### config.mk
export PLATFORM = sky130hd
export DESIGN_NAME = processador_multiciclo
export DESIGN_NICKNAME = d
export VERILOG_FILES = /design/src/rtl/processador_multiciclo.sv
export SDC_FILE = /design/constraint.sdc
export NUM_CORES = 1
export LEC_CHECK = 0
export CAP_MARGIN = 20
export CORE_ASPECT_RATIO = 0.9
export CORE_MARGIN = 2
export CORE_UTILIZATION = 58
export DETAILED_ROUTE_END_ITERATION = 10
export GPL_TIMING_DRIVEN = 0
export PLACE_DENSITY = 0.81
export SYNTH_ARGS = -nofsm -noshare
export SYNTH_HDL_FRONTEND = slang
export SYNTH_SLANG_ARGS = --single-unit
### constraint.sdc
create_clock -name CLOCK_50 -period 3.08 [get_ports CLOCK_50]
set_input_delay 0.616 -clock CLOCK_50 [delete_from_list [all_inputs] [get_ports CLOCK_50]]
set_output_delay 0.616 -clock CLOCK_50 [all_outputs]
set_load 0.01 [all_outputs]
### src/rtl/processador_multiciclo.sv
// -----------------------------------------------------------------------------
// processador_multiciclo
//
// Multicycle processor core with 16-bit instructions and a parametrised data
// and PC width. Each instruction walks FETCH -> DECODE -> EXEC [-> WB]; MUL
// stays in EXEC for DATA_W cycles running a shift-add multiplier, and HALT
// parks the core until reset.
//
// Instruction format: op=[15:12] rc=[11:8] ra=[7:4] rb=[3:0]
//
// Parameters
//   DATA_W     datapath and register width (>= 8, LI needs 8 immediate bits)
//   PC_W       PC / instruction-address width (4..12)
//
// Ports
//   CLOCK_50   core clock, all state on the rising edge
//   reset      asynchronous, active-low; clears all state
//   imem_addr  instruction address (always equal to pc)
//   imem_data  instruction word from a synchronous-read ROM (1-cycle latency)
//   dbg_addr   register-file debug read index
//   dbg_data   combinational read of register dbg_addr (r0 reads 0)
//   pc         current PC
//   retire     one-cycle pulse in the last cycle of each instruction
//   halted     high once HALT has executed, until reset
// -----------------------------------------------------------------------------
module processador_multiciclo #(
  parameter int DATA_W = 16,
  parameter int PC_W   = 12
) (
  input  logic              CLOCK_50,
  input  logic              reset,
  output logic [PC_W-1:0]   imem_addr,
  input  logic [15:0]       imem_data,
  input  logic [3:0]        dbg_addr,
  output logic [DATA_W-1:0] dbg_data,
  output logic [PC_W-1:0]   pc,
  output logic              retire,
  output logic              halted
);

  typedef enum logic [2:0] {
    FETCH,
    DECODE,
    EXEC,
    WB,
    HALT
  } stateType;

  typedef enum logic [3:0] {
    OP_ADD  = 4'h0,
    OP_SUB  = 4'h1,
    OP_AND  = 4'h2,
    OP_OR   = 4'h3,
    OP_XOR  = 4'h4,
    OP_SLT  = 4'h5,
    OP_ADDI = 4'h6,
    OP_LI   = 4'h7,
    OP_BEQ  = 4'h8,
    OP_BNE  = 4'h9,
    OP_JMP  = 4'hA,
    OP_MUL  = 4'hB,
    OP_NOP0 = 4'hC,
    OP_NOP1 = 4'hD,
    OP_NOP2 = 4'hE,
    OP_HALT = 4'hF
  } opcodeType;

  localparam int CNT_W = (DATA_W > 1) ? $clog2(DATA_W) : 1;
  localparam logic [CNT_W-1:0] MUL_LAST = CNT_W'(DATA_W - 1);

  stateType          state, nextState;
  opcodeType         opcode;
  logic [15:0]       ir;
  logic [DATA_W-1:0] regA, regB, regC;
  logic [DATA_W-1:0] result;
  logic [DATA_W-1:0] aluOut;
  logic [CNT_W-1:0]  mulCount;
  logic [DATA_W-1:0] regFile [16];

  logic [DATA_W-1:0] readA, readB, readC;
  logic [PC_W-1:0]   pcPlusOne, pcBranch, pcTarget;
  logic signed [3:0] branchOffset;
  logic              pcLoad;
  logic              regWrite;
  logic [3:0]        wbIndex;

  assign opcode       = opcodeType'(ir[15:12]);
  assign wbIndex      = ir[11:8];
  assign branchOffset = ir[3:0];

  assign imem_addr = pc;
  assign halted    = (state == HALT);

  // PC arithmetic wraps naturally at PC_W bits. The signed size cast
  // sign-extends the 4-bit branch offset to the PC width.
  assign pcPlusOne = pc + 1'b1;
  assign pcBranch  = pcPlusOne + PC_W'(branchOffset);

  // Register reads happen in DECODE, before IR is loaded, so the fields come
  // straight from the ROM output.
  assign readA = (imem_data[7:4]  == 4'd0) ? '0 : regFile[imem_data[7:4]];
  assign readB = (imem_data[3:0]  == 4'd0) ? '0 : regFile[imem_data[3:0]];
  assign readC = (imem_data[11:8] == 4'd0) ? '0 : regFile[imem_data[11:8]];

  assign dbg_data = (dbg_addr == 4'd0) ? '0 : regFile[dbg_addr];

  // ---------------------------------------------------------------------------
  // Single-cycle ALU for everything except MUL
  // ---------------------------------------------------------------------------
  always_comb begin
    aluOut = '0;
    case (opcode)
      OP_ADD:  aluOut = regA + regB;
      OP_SUB:  aluOut = regA - regB;
      OP_AND:  aluOut = regA & regB;
      OP_OR:   aluOut = regA | regB;
      OP_XOR:  aluOut = regA ^ regB;
      OP_SLT:  aluOut = DATA_W'($signed(regA) < $signed(regB));
      OP_ADDI: aluOut = regA + DATA_W'(ir[3:0]);
      OP_LI:   aluOut = DATA_W'(ir[7:0]);
      default: aluOut = '0;
    endcase
  end

  // ---------------------------------------------------------------------------
  // FSM: state register
  // ---------------------------------------------------------------------------
  // NOTE: every sequential block uses non-blocking (<=) assignments so all
  // registers update together from values sampled before the edge.
  always_ff @(posedge CLOCK_50 or negedge reset) begin
    if (!reset) begin
      state <= FETCH;
    end else begin
      state <= nextState;
    end
  end

  // ---------------------------------------------------------------------------
  // FSM: next state and control outputs
  // ---------------------------------------------------------------------------
  // NOTE: every output of this block gets a default first, so no path through
  // the case statement can leave a signal unassigned and infer a latch.
  always_comb begin
    nextState = state;
    retire    = 1'b0;
    pcLoad    = 1'b0;
    regWrite  = 1'b0;
    pcTarget  = pcPlusOne;

    case (state)
      FETCH:  nextState = DECODE;
      DECODE: nextState = EXEC;

      EXEC: begin
        case (opcode)
          OP_BEQ, OP_BNE: begin
            nextState = FETCH;
            retire    = 1'b1;
            pcLoad    = 1'b1;
            if ((regC == regA) == (opcode == OP_BEQ)) begin
              pcTarget = pcBranch;
            end
          end
          OP_JMP: begin
            nextState = FETCH;
            retire    = 1'b1;
            pcLoad    = 1'b1;
            pcTarget  = ir[PC_W-1:0];
          end
          OP_NOP0, OP_NOP1, OP_NOP2: begin
            nextState = FETCH;
            retire    = 1'b1;
            pcLoad    = 1'b1;
          end
          OP_MUL: begin
            // The last partial product is added on the same edge that leaves
            // for WB, so the product is complete when WB writes it.
            if (mulCount == MUL_LAST) begin
              nextState = WB;
            end
          end
          // HALT is a 3-cycle instruction and retires in its EXEC cycle; the
          // HALT state itself never retires again.
          OP_HALT: begin
            nextState = HALT;
            retire    = 1'b1;
          end
          default: nextState = WB;
        endcase
      end

      WB: begin
        nextState = FETCH;
        retire    = 1'b1;
        pcLoad    = 1'b1;
        regWrite  = 1'b1;
      end

      HALT:    nextState = HALT;
      default: nextState = FETCH;
    endcase
  end

  // ---------------------------------------------------------------------------
  // Datapath registers: PC, IR, operand latches, result and MUL counter
  // ---------------------------------------------------------------------------
  always_ff @(posedge CLOCK_50 or negedge reset) begin
    if (!reset) begin
      pc       <= '0;
      ir       <= '0;
      regA     <= '0;
      regB     <= '0;
      regC     <= '0;
      result   <= '0;
      mulCount <= '0;
    end else begin
      case (state)
        DECODE: begin
          ir       <= imem_data;
          regA     <= readA;
          regB     <= readB;
          regC     <= readC;
          result   <= '0;
          mulCount <= '0;
        end
        EXEC: begin
          if (opcode == OP_MUL) begin
            // Shift-add: regA holds the multiplicand shifted left, regB the
            // multiplier shifted right; bit 0 of regB gates each add.
            if (regB[0]) begin
              result <= result + regA;
            end
            regA     <= regA << 1;
            regB     <= regB >> 1;
            mulCount <= mulCount + 1'b1;
          end else begin
            result <= aluOut;
          end
        end
        default: ;
      endcase

      if (pcLoad) begin
        pc <= pcTarget;
      end
    end
  end

  // ---------------------------------------------------------------------------
  // Register file: 16 x DATA_W, r0 hard-wired to zero
  // ---------------------------------------------------------------------------
  // NOTE: the register file must come out of reset all-zero, so it is built
  // from flops with a reset loop rather than a RAM macro without reset.
  always_ff @(posedge CLOCK_50 or negedge reset) begin
    if (!reset) begin
      for (int i = 0; i < 16; i++) begin
        regFile[i] <= '0;
      end
    end else if (regWrite && (wbIndex != 4'd0)) begin
      regFile[wbIndex] <= result;
    end
  end

endmodule

==> results of run 1 <==
==> routing by layer <==
layer  wire, um  global-route usage (%)  vias up
met5        109                   0.215        -
met1      31600                    51.4    10200
met2      37600                    56.3     1508
met3      11800                    14.1      293
met4       3490                    14.5       12
li1           -                       -     8236
==> cell type report <==
class / count / area share (%)
clock inverter: 18 / 0.883
buffer: 180 / 3.47
sequential: 355 / 30.3
clock buffer: 54 / 3.90
multi-input combinational: 1422 / 54.2
timing repair buffer: 124 / 3.93
inverter: 73 / 0.935
antenna: 1 / 0.00853
tap: 555 / 2.37
==> worst paths after layout <==
kind | end | cells past startpoint
min in group CLOCK_50 | state[0] | 1
worst min register to register | state[0] | 1
worst min-delay path | regB[10] | 1
max in group asynchronous | regFile[12] | 2
worst max register to register | result[14] | 17
worst max-delay path | result[14] | 17
==> cell usage in the layout (no fill, tap or decap), drive strengths merged, types with 4 or more instances in the layout <==
cell,count
dfrtp,355
mux4,318
mux2,242
clkbuf,178
buf,138
nand2,126
o21ai,97
ha,92
a21oi,88
nor2,82
inv,77
xnor2,45
a221oi,38
nor2b,32
clkdlybuf4s50,31
nor3,24
nand3,23
a21o,18
xor2,15
nand2b,14
a211oi,13
or3,10
a31oi,10
o21bai,10
o22ai,10
nand4,8
a22oi,8
o21a,8
nor4,8
o211ai,7
and3,7
a22o,6
clkdlybuf4s15,6
clkinv,6
o221ai,5
bufinv,5
o31ai,4
o311ai,4
fa,4
==> report_power, final <==
part	total, W	switching, W	leakage [nW]	internal (W)
sequential	0.00817	0.00206	4.79	0.00611
clock	0.00516	0.00210	0.683	0.00306
combinational	0.0145	0.00778	7.28	0.00668
total	0.0278	0.0119	12.8	0.0158
==> what timing repair did <==
action | CTS | global route
gates resized for setup | 140 | 48
endpoints found under the setup margin | 58 | 108
hold buffers | 0 | 0
pin swaps | 25 | 18
setup buffers | 51 | 12
gates cloned | 3 | 0
==> critical path: stages (launching register included) <==
cell and delay, ns:
dfrtp_1 0.39, clkbuf_8 0.14, and4bb_2 0.25, buf_8 0.14
nand2_2 0.06, o21ai_2 0.05, ha_2 0.19, inv_2 0.06
fa_2 0.20, nand3b_1 0.14, a21boi_2 0.10, o32a_1 0.39
a211o_1 0.28, a21o_1 0.19, xor2_1 0.14, nand2_1 0.06
o211ai_1 0.17, a22o_1 0.27
==> flip-flops by register name, indices dropped and copies added (netlist names) <==
signal,flops
regFile,256
result,16
mulCount,4
regB,16
regC,16
state,3
regA,16
imem_addr,12
ir,16
==> Yosys cell counts (14+ instances only) <==
master / instances
o21ai_1: 54
mux2_2: 127
o21ai_0: 43
xnor2_1: 45
nor3_1: 24
a21o_1: 18
a21oi_1: 88
buf_4: 14
clkbuf_1: 123
nand2_1: 126
buf_2: 27
nor2b_1: 31
ha_1: 92
nor2_1: 81
nand2b_1: 14
a221oi_1: 38
mux2_1: 115
dfrtp_1: 355
nand3_1: 23
xor2_1: 15
mux4_2: 318
inv_1: 72
==> metrics by stage <==
step	instance area, sq um	power [W]	std cells	util [%]
CTS	29100	0.0269	2768	67.2
global route	29300	0.0291	2781	67.8
floorplan	25600	0.0166	2031	-
detailed placement	26900	0.0209	2643	62.2
global placement	26800	0.0204	2635	61.9
finish	29300	0.0278	2782	67.8
==> cells by family (layout without fill, tap and decap cells) <==
kind of cell	Yosys count	after routing	synth area share (%)
buffers and inverters	254	449	4.24
AOI/OAI and AO/OA	347	347	8.72
other	0	1	0
adders and majority gates	96	96	4.82
xor gates and xnor gates	60	60	2.06
muxes	563	563	38.8
DFF	355	355	34.8
and+or+nand+nor	356	356	6.61
==> out/metrics.csv, run 1 <==
metric;value;unit
vias in the first global route;20100;
htree depth;2;
Distinct cells, synth;72;
Final HPWL DP;64000;um
first-pass GRT wire length;128000;um
arrival time worst endpoint;3.80;ns
PortBufs;49;
Critical Path RT;3.54;ns
Max clock buf depth;3;
I/O Pins;64;
Top FF cell, synth;dfrtp_1;
Vias/cell;7.29;
Avg Cell Area, Syn;12.6;sq um
die area;45800;sq um
run status;complete, but fails checks;
DRC;0;
Post-synth ARST share;100;%
worst setup margin;-0.254;ns
WHS;0.0234;ns
initial antenna violation count;8;
setup TNS;-1.39;ns
largest net degree at the start of global routing;127;
Iter 0 DRT Violations;3085;
Initial Util;59.1;%
Antenna Nets Post-Route;0;
max cap viols;0;
worst-skew pair later-pin latency;0.60;ns
All-Layer GR Usage;38.0;%
Routed WL;84700;um
GRT overflow;0;
clock-pin slew on the worst setup and hold paths;0.07;ns
cell taking the most area after synthesis;dfrtp_1;
Final Max Tran Viols;0;
Seq/Total Area, Yosys;34.8;%
final hold viol count;0;
row count;72;
via count of the routed design;20300;
Hold WC Path Type;input port to asynchronous set/reset pin;
Yosys reg bits;355;
Setup Skew;0.0309;ns
Mapped Area;25600;sq um
critical path startpoint;ir[14];
Num CTS Buffers;40;
CTS root buffer;clkbuf_16;
gpl congestion;0.992;
Leak;12.8;nW
Final Cycle Share;108;%
WL/cell;30.4;um
# nets final;2314;
CTS Sinks;355;
CP Launch Type;flop;
register area;8890;sq um
Yosys top cell area share;34.8;%
Core Region;43200;sq um
area of the multi-input gates;15900;sq um
worst-path fanout max;5;
ranking of synthesized cells by area;dfrtp_1 (35%), mux4_2 (28%), mux2_2 (5.6%);
worst r2r src;ir[14];
fmax;300;MHz
crit path time final;3.33;ns
violated checks;setup timing;
die height;203;um
Slew @ Worst Pin;1.07;ns
Slew headroom;26.7;%
DP Worst Slack;-0.969;ns
# setup viols final;11;
Post-Synthesis Net Count;2149;
area added between synthesis and finish;14.7;%
layout filler cell count;3064;
Worst R2R Setup Slack;-0.25;ns
CTS tree;done;
RSZ-0062 raised after global routing;true;
CP Class;flop to flop;
PwrDens;948;nW/um^2
Worst VDD drop;0.000625;V
share of layout cells above drive strength 1;33.2;%
Detailed Routing Iterations Pass 1;6;
critical path capture point type;flop;
Die X;225;um
number of synthesized flops with an enable pin;0;
Syn. warnings;0;
cell count after synthesis;2031;
Power figures use the tool's default switching activity.
==> run 2, diff against run 1 <==
--- a/config.mk
+++ b/config.mk
@@ -9,6 +9,7 @@
 export CORE_ASPECT_RATIO = 0.9
 export CORE_MARGIN = 2
 export CORE_UTILIZATION = 58
+export CTS_CLUSTER_DIAMETER = 200
 export DETAILED_ROUTE_END_ITERATION = 10
 export GPL_TIMING_DRIVEN = 0
 export PLACE_DENSITY = 0.81
==> results of run 2 <==
Same layout as run 1: the final DEF is identical, and so are final timing and power.
==> run 3, diff against run 2 <==
--- a/config.mk
+++ b/config.mk
@@ -7,7 +7,6 @@
 export LEC_CHECK = 0
 export CAP_MARGIN = 20
 export CORE_ASPECT_RATIO = 0.9
-export CORE_MARGIN = 2
 export CORE_UTILIZATION = 58
 export CTS_CLUSTER_DIAMETER = 200
 export DETAILED_ROUTE_END_ITERATION = 10
==> out/metrics.csv, run 3 (same netlist as run 1, synthesis figures left out) <==
metric;value;unit;change
max FFs per register;256;;unchanged
Vias/cell;7.31;;was 7.29
worst setup margin;-0.308;ns;was -0.254 ns
I/O Pins;64;;unchanged
All-Layer GR Usage;38.6;%;was 38.0%
initial antenna violation count;3;;was 8
worst-path fanout max;5;;unchanged
via count of the routed design;20100;;was 20300
worst-skew pair later-pin latency;0.57;ns;was 0.60 ns
row count;72;;unchanged
CTS root buffer;clkbuf_16;;unchanged
Initial Util;59.1;%;unchanged
Iter 0 DRT Violations;2930;;was 3085
Final Max Tran Viols;0;;unchanged
CTS tree;done;;unchanged
htree depth;2;;unchanged
layout filler cell count;3039;;was 3064
Hold WC Path Type;input port to asynchronous set/reset pin;;unchanged
DRC;2;;was 0
GRT overflow;0;;unchanged
Core Region;43200;sq um;unchanged
Worst VDD drop;0.000691;V;was 0.000625 V
vias in the first global route;19900;;was 20100
die height;201;um;was 203 um
Max clock buf depth;3;;unchanged
largest reg by FF count;regFile;;unchanged
Routed WL;84400;um;was 84700 um
violated checks;DRC, setup timing;;was setup timing
Detailed Routing Iterations Pass 1;11;;was 6
WL/cell;30.7;um;was 30.4 um
largest net degree at the start of global routing;127;;unchanged
Num CTS Buffers;38;;was 40
# nets final;2291;;was 2314
Setup Skew;0.0298;ns;was 0.0309 ns
clock share of power;18.0;%;was 18.6%
final hold viol count;0;;unchanged
clock-pin slew on the worst setup and hold paths;0.06;ns;was 0.07 ns
max cap viols;0;;unchanged
Slew @ Worst Pin;1.16;ns;was 1.07 ns
PortBufs;49;;unchanged
Leak;12.6;nW;was 12.8 nW
setup TNS;-2.15;ns;was -1.39 ns
area added between synthesis and finish;14.3;%;was 14.7%
CTS Sinks;355;;unchanged
gpl congestion;1.00;;was 0.992
Critical Path RT;3.52;ns;was 3.54 ns
Worst R2R Setup Slack;-0.31;ns;was -0.25 ns
Antenna Nets Post-Route;0;;unchanged
first-pass GRT wire length;128000;um;about the same
Final HPWL DP;63400;um;was 64000 um
crit path time final;3.39;ns;was 3.33 ns
sequential power share;29.5;%;was 29.4%
arrival time worst endpoint;3.82;ns;was 3.80 ns
Final Util;67.6;%;was 67.8%
Final Cycle Share;110;%;was 108%
CP Launch Type;flop;;unchanged
fmax;295;MHz;was 300 MHz
die area;44900;sq um;was 45800 sq um
PwrDens;951;nW/um^2;was 948 nW/um^2
Slew headroom;23.0;%;was 26.7%
RSZ-0062 raised after global routing;true;;unchanged
Switching Power;0.0119;W;about the same
# setup viols final;18;;was 11
Power Internal;0.0159;W;was 0.0158 W
run status;complete, but fails checks;;unchanged
Comb pwr share;52.5;%;was 52.0%
commonest non-fill, non-tap cell in the layout;dfrtp_1;;unchanged
commonest non-fill, non-tap cells in the layout;dfrtp_1 (346), mux4_2 (318), mux2_2 (127);;was dfrtp_1 (349), mux4_2 (318), mux2_2 (127)
critical path capture point type;flop;;unchanged
share of layout cells above drive strength 1;33.1;%;was 33.2%
Switching Share;42.9;%;was 43.0%
CP Class;flop to flop;;unchanged
Die X;223;um;was 225 um
-- run 3: path summary, 6_finish.rpt --
check                          from          to  cells after the start
min                           reset     regB[9]                      2
max reg2reg                  ir[14]  result[14]                     17
min in group CLOCK_50      regC[12]    regC[12]                      2
max in group asynchronous     reset      ir[15]                      4
min reg2reg                regC[12]    regC[12]                      2
max                          ir[14]  result[14]                     17
-- run 3: power by group through the flow --
stage | clock (W) | combinational, W | sequential, W
final | 0.00501 | 0.0146 | 0.00820
after global routing | 0.00518 | 0.0155 | 0.00836
after CTS | 0.00502 | 0.0137 | 0.00804
after detailed placement | 0 | 0.0128 | 0.00815
after global placement | 0 | 0.0124 | 0.00793
after floorplan | 0 | 0.00923 | 0.00742
-- run 3: layout make-up --
| cell class | instances | area [sq um] | share of cell area (%) |
|---|---|---|---|
| antenna | 1 | 2.50 | 0.00856 |
| buffer | 179 | 992 | 3.40 |
| clock buffer | 51 | 1080 | 3.70 |
| clock inverter | 14 | 250 | 0.856 |
| inverter | 73 | 274 | 0.938 |
| multi-input combinational | 1422 | 16000 | 54.7 |
| sequential | 355 | 8890 | 30.4 |
| tap | 555 | 694 | 2.38 |
| timing repair buffer | 104 | 1050 | 3.60 |
-- run 3: critical path: stages, from the launching register on --
cell and delay, ns:
dfrtp_1 0.39, clkbuf_8 0.14, and4bb_4 0.21, buf_8 0.14, nand2_4 0.06, o21ai_2 0.05, ha_2 0.19, inv_2 0.06
fa_2 0.22, nand3b_1 0.17, a21boi_2 0.09, o32a_1 0.39, a211o_1 0.29, a21o_1 0.19, xor2_1 0.14, nand2_1 0.07
o211ai_1 0.19, a22o_1 0.27
-- run 3: metrics by stage --
| step | hold slack (ns) | power [W] | setup WS (ns) | instance area, sq um | cells |
|---|---|---|---|---|---|
| after floorplan | 0.320 | 0.0166 | 0.00218 | 25600 | 2031 |
| after global placement | 0.475 | 0.0204 | -13.65 | 26800 | 2635 |
| after detailed placement | 0.396 | 0.0209 | -0.973 | 26900 | 2641 |
| after CTS | 0.431 | 0.0268 | -0.348 | 29000 | 2748 |
| after global routing | 0.461 | 0.0291 | -0.403 | 29200 | 2753 |
| final | 0.438 | 0.0278 | -0.308 | 29200 | 2754 |
-- run 3: timing repair --
item	4_1_cts	5_1_grt
pin swaps	27	38
endpoints found under the hold margin	1	0
buffers inserted	37	7
hold buffers	1	0
setup endpoints to repair	51	142
cloned	4	0
resized for setup	162	70
-- run 3: metal layers --
metal / routed length [um] / vias up / share of wire, % / GRT usage, %
met5: 41 / - / 0.049 / 0
met3: 11900 / 262 / 14 / 14.8
met4: 3300 / 6 / 3.9 / 13.7
met2: 37400 / 1417 / 44 / 56.3
met1: 31700 / 10300 / 38 / 53.0
li1: - / 8161 / - / -
